[config.mk]
export PLATFORM = sky130hd
export DESIGN_NAME = gen_origin_axis_a2
export DESIGN_NICKNAME = d
export VERILOG_FILES = /design/src/rtl/gen_origin_axis_a2.sv
export SDC_FILE = /design/constraint.sdc
export NUM_CORES = 1
export LEC_CHECK = 0
export ABC_CLOCK_PERIOD_IN_PS = 4100
export BUFFER_PORTS_ARGS = -buffer_cell sky130_fd_sc_hd__buf_2
export CORE_MARGIN = 1
export CORE_UTILIZATION = 45
export CTS_BUF_LIST = sky130_fd_sc_hd__clkbuf_16
export DETAILED_ROUTE_END_ITERATION = 8
export GPL_ROUTABILITY_DRIVEN = 0
export GPL_TIMING_DRIVEN = 0
export PLACE_DENSITY = 0.65
export SLEW_MARGIN = 20
export SYNTH_ARGS = -nofsm -noshare
export SYNTH_HDL_FRONTEND = slang
export SYNTH_SLANG_ARGS = --single-unit
export TNS_END_PERCENT = 20
[constraint.sdc]
create_clock -name aclk -period 4.1 [get_ports aclk]
set_clock_uncertainty 0.1 [all_clocks]
set_input_delay 0.205 -clock aclk [delete_from_list [all_inputs] [get_ports aclk]]
set_output_delay 0.205 -clock aclk [all_outputs]
set_load 0.05 [all_outputs]
[src/rtl/gen_origin_axis_a2.sv]
// gen_origin_axis_a2: expands one (start, length) command into an AXI-Stream frame of
// consecutive values (start + i in RANGE mode, i in ORIGIN mode).
module gen_origin_axis_a2 #(
  parameter string       MODE  = "RANGE",
  parameter int unsigned DSIZE = 8
) (
  input  logic                     aclk,
  input  logic                     aresetn,
  input  logic                     enable,
  output logic                     ready,
  input  logic [31:0]              length,
  input  logic [31:0]              start,
  output logic [DSIZE-1:0]         axis_tdata,
  output logic                     axis_tvalid,
  input  logic                     axis_tready,
  output logic                     axis_tlast,
  output logic [(DSIZE+7)/8-1:0]   axis_tkeep
);

  localparam bit IsRange = (MODE == "RANGE");

  // Reject unsupported configurations at elaboration.
  if ((MODE != "RANGE") && (MODE != "ORIGIN")) begin : g_bad_mode
    $error("gen_origin_axis_a2: MODE must be \"RANGE\" or \"ORIGIN\"");
  end
  if ((DSIZE < 1) || (DSIZE > 32)) begin : g_bad_dsize
    $error("gen_origin_axis_a2: DSIZE must be in 1..32");
  end

  typedef enum logic [1:0] {StIdle, StRun, StDone} state_e;

  state_e             state_q, state_d;
  logic [31:0]        start_q, start_d;
  logic [31:0]        length_q, length_d;
  logic [31:0]        cnt_q, cnt_d;
  logic               tvalid_q, tvalid_d;
  logic [DSIZE-1:0]   tdata_q, tdata_d;
  logic               tlast_q, tlast_d;
  logic [31:0]        beat_val;

  // Next-state: command capture, beat counting and registered output values.
  // Outputs are derived from the next-state values so they only move on an accepted beat.
  always_comb begin
    state_d  = state_q;
    start_d  = start_q;
    length_d = length_q;
    cnt_d    = cnt_q;

    unique case (state_q)
      StIdle: begin
        if (enable) begin
          start_d  = start;
          length_d = length;
          cnt_d    = 32'd0;
          state_d  = (length != 32'd0) ? StRun : StDone;
        end
      end
      StRun: begin
        if (axis_tready) begin
          if (tlast_q) begin
            state_d = StIdle;
          end else begin
            cnt_d = cnt_q + 32'd1;
          end
        end
      end
      StDone: begin
        state_d = StIdle;
      end
      default: begin
        state_d = StIdle;
      end
    endcase

    beat_val = IsRange ? (start_d + cnt_d) : cnt_d;
    tvalid_d = (state_d == StRun);
    tdata_d  = beat_val[DSIZE-1:0];
    tlast_d  = (state_d == StRun) && (cnt_d == (length_d - 32'd1));
  end

  // State and output registers with synchronous active-low reset.
  always_ff @(posedge aclk) begin
    if (!aresetn) begin
      state_q  <= StIdle;
      start_q  <= 32'd0;
      length_q <= 32'd0;
      cnt_q    <= 32'd0;
      tvalid_q <= 1'b0;
      tdata_q  <= '0;
      tlast_q  <= 1'b0;
    end else begin
      state_q  <= state_d;
      start_q  <= start_d;
      length_q <= length_d;
      cnt_q    <= cnt_d;
      tvalid_q <= tvalid_d;
      tdata_q  <= tdata_d;
      tlast_q  <= tlast_d;
    end
  end

  // Upper bits of the beat value are dropped by truncation to DSIZE.
  logic unused_beat_val;
  assign unused_beat_val = ^beat_val;

  // Command-consumed pulse: last beat accepted, or a zero-length command.
  assign ready = ((state_q == StRun) && axis_tready && tlast_q) || (state_q == StDone);

  assign axis_tvalid = tvalid_q;
  assign axis_tdata  = tdata_q;
  assign axis_tlast  = tlast_q;
  assign axis_tkeep  = '1;

endmodule

==> run_results.csv <==
group,metric,value,unit
worst_setup_path,path_cells,"or3b_4 > buf_8 > buf_12 > buf_12 > mux2i_4 > ha_2 > nor2b_1 > nand4_1 > a222oi_1 > buf_4 > xnor2_1 > mux2i_1 > o211a_2 > nand4_1 > or4_4 > a2111oi_4",
yosys,yosysSeqAreaShare,29.5,%
floorplan,die_y,115,microns
yosys,synth_edf_count,0,
worst_setup_path,cpPeakStageDelay,0.57,ns
yosys,mappedNetlistNets,786,
timing,fmax,250,MHz
min_path,worstHoldPathType,"in -> reg",
clock_tree,root_buffer,"clkbuf_16",
yosys,synth_area,5700,sq um
floorplan,rows,40,
power,total_power,2.22,mW
floorplan,fp.coreArea,12200,sq um
job,max_cap_violations,0,
timing,worst_pin_slew,0.960,ns
worst_setup_path,reg2reg_depth,16,
timing,period_share,97.7,%
timing,fin_ws,0.0963,ns
clock_tree,numCtsBuffers,9,
placed_design,portBuffers,54,
power,powerDensity,335,nW/um^2
layout,fin_util,54.6,%
timing,finalSetupViolations,0,
worst_setup_path,crit_path_max_fanout,19,
worst_setup_path,worst_r2r_endpoint,"axis_tlast$_SDFF_PN0_",
worst_setup_path,required,4.25,ns
routing,drc,0,
yosys,synth_seq_cells,84,
min_path,min_from,"aresetn",
worst_setup_path,startpoint,"state_q[0]$_SDFF_PN0_",
layout,layout_commonest_cell,"nand2_1",
global_route,grt_pass1_vias,5161,
worst_setup_path,path_depth,16,
clock_tree,clockBufferDepth,2,
yosys,yosys_most_used_dff,"dfxtp_1",
layout,diodes,0,
global_route,grt_usage,27.9,%
timing,hold_viol,0,
yosys,synthArstFlopShare,0,%
clock_tree,ctsHoldBuffers,0,
global_route,grt-ovfl-total,0,
floorplan,io_pins,80,
worst_setup_path,critPathSlowestCell,"or4_4",
power,ir_drop,0.170,mV
routing,first_pass_iters,5,
global_route,antenna_found_initial,0,
routing,vias,5547,
worst_setup_path,worst_path_dominant_cell_family,"simple AND/OR/NAND/NOR gates",
timing,max_slew_margin,35.4,%
yosys,syn_inst,708,
placed_design,placed_cells,930,
worst_setup_path,arrival,4.15,ns
floorplan,start_util,46.9,%
routing,wl_per_cell,18.1,microns
layout,final_cell_mix,"106 x nand2_1, 82 x dfxtp_1, 65 x nor2_1, 59 x buf_2, 52 x xnor2_1",
clock_tree,insertion_delay,0.35,ns
floorplan,die_area,13100,sq um
worst_setup_path,crit_end,"axis_tlast$_SDFF_PN0_",
routing,vias_per_cell,5.84,
placed_design,dpl_worst_slack,-1.54,ns
clock_tree,cts_tree,"built",
clock_tree,clkSlewWorstSetupHoldPaths,0.06,ns
placed_design,post-dp-hpwl,13.2,mm
layout,drive_above_1_share,15.3,%
yosys,ys_warn_count,0,
routing,drt-total-wl,17.2,mm
layout,layout.nets,855,
timing,maxSlewViolCount,0,
run_status,outcome,"complete, no violations",
global_route,grt_pass1_wl,27.6,mm
yosys,ys_types,70,
yosys,syn_area_per_cell,8.05,sq um
global_route,grt_max_degree,20,
worst_setup_path,r2r-start,"state_q[0]$_SDFF_PN0_",
worst_setup_path,crit_buf_inv,4,
worst_setup_path,cp-end-kind,"flop",
worst_setup_path,critPathLaunchType,"flop",
routing,dr.first_iter.drc_count,463,
clock_tree,htreeDepth,3,
timing,period_minus_slack,4.00,ns
floorplan,die_x,115,microns
routing,ant_nets,0,
worst_setup_path,rrSetupSlack,0.1,ns
worst_setup_path,path_class,"reg -> reg",
clock_tree,cts_sinks,84,
layout,final_cells,950,
power,leakagePower,2.48,nW
layout,syn_to_final_growth,16.5,%
==> sequential cells by signal, summed over array words and instances, names as in the netlist <==
register,flops
axis_tdata,8
cnt_q,32
axis_tlast,1
length_q,32
axis_tvalid,1
state_q,2
start_q,8
==> cells by family (layout without fill, tap and decap cells) <==
logic type,after synthesis,in the layout,share of synthesized area (%)
adder cells (fa/ha/maj),10,10,2.33
flip-flops,84,84,29.5
AND/OR/NAND/NOR,364,364,33.5
AO/OA/AOI/OAI,104,104,13.2
buffers and inverters,45,119,3.31
other,1,1,0.0658
multiplexers,17,17,3.03
XOR/XNOR,83,83,15.1
==> per-stage QoR <==
step	area, sq um	setup TNS (ns)	hold WS, ns
4_1_cts	6590	-0.182	0.0195
6_report	6640	0	0.0297
2_1_floorplan	5710	0	0.241
5_1_grt	6640	-0.0408	0.0407
3_3_place_gp	6190	-8.55	0.368
3_5_place_dp	6190	-8.85	0.371
==> cells in the mapped netlist (all sizes together), types with 17 or more instances <==
cell type	number	area, sq um
nor2	65	244
a21oi	17	88.8
nand4	23	144
clkbuf	17	63.8
nand3	31	155
dfxtp	84	1680
buf	18	87.6
nor3	35	206
xor2	21	184
nand2	106	398
o21ai	21	105
xnor2	53	472
and2	26	163
a21boi	27	203
==> worst min-delay path by stage <==
stage | to | slack, ns | depth (start not counted)
after floorplan | state_q[0]$_SDFF_PN0_ | 0.24 | 1
after global placement | start_q[7]$_SDFF_PN0_ | 0.37 | 2
after detailed placement | start_q[7]$_SDFF_PN0_ | 0.37 | 2
after CTS | state_q[0]$_SDFF_PN0_ | 0.02 | 2
after global routing | state_q[0]$_SDFF_PN0_ | 0.04 | 2
final | state_q[0]$_SDFF_PN0_ | 0.03 | 2
==> worst reg2reg max path, delay by kind of cell, from the launching register on <==
| family | cells | cell delay [ns] |
|---|---|---|
| AOI/OAI and AO/OA | 3 | 0.80 |
| xor gates and xnor gates | 1 | 0.06 |
| adders and majority gates | 1 | 0.21 |
| buffers and inverters | 4 | 0.61 |
| DFF | 1 | 0.35 |
| muxes | 2 | 0.37 |
| and+or+nand+nor | 5 | 1.39 |
==> repair_timing <==
action                                  CTS  global route
gates cloned                              0             0
gates resized for setup                  17            14
endpoints found under the setup margin   15             3
setup buffers                             4             4
pin swaps                                 3             4
==> report_power, final <==
part           switching [mW]  internal [mW]
Combinational           0.280          0.193
Clock                   0.345          0.526
Sequential             0.0300          0.848
Total                   0.655           1.57
==> per-layer routing <==
layer	global-route usage, %	vias to the layer above	routed length, microns
met4	12.6	0	437
met3	5.35	29	1220
li1	-	2646	-
met2	42.1	228	7560
met5	0	-	0
met1	38.4	2644	7960
==> final cells by class <==
cell class	count	area, sq um
Tap cell	168	210
Buffer	31	185
Multi-Input combinational cell	579	3880
Timing Repair Buffer	62	330
Fill cell	1144	5520
Inverter	10	37.5
Clock buffer	9	225
Sequential cell	84	1690
Clock inverter	7	82.6
Note: power is estimated with default switching activity, not from simulation.
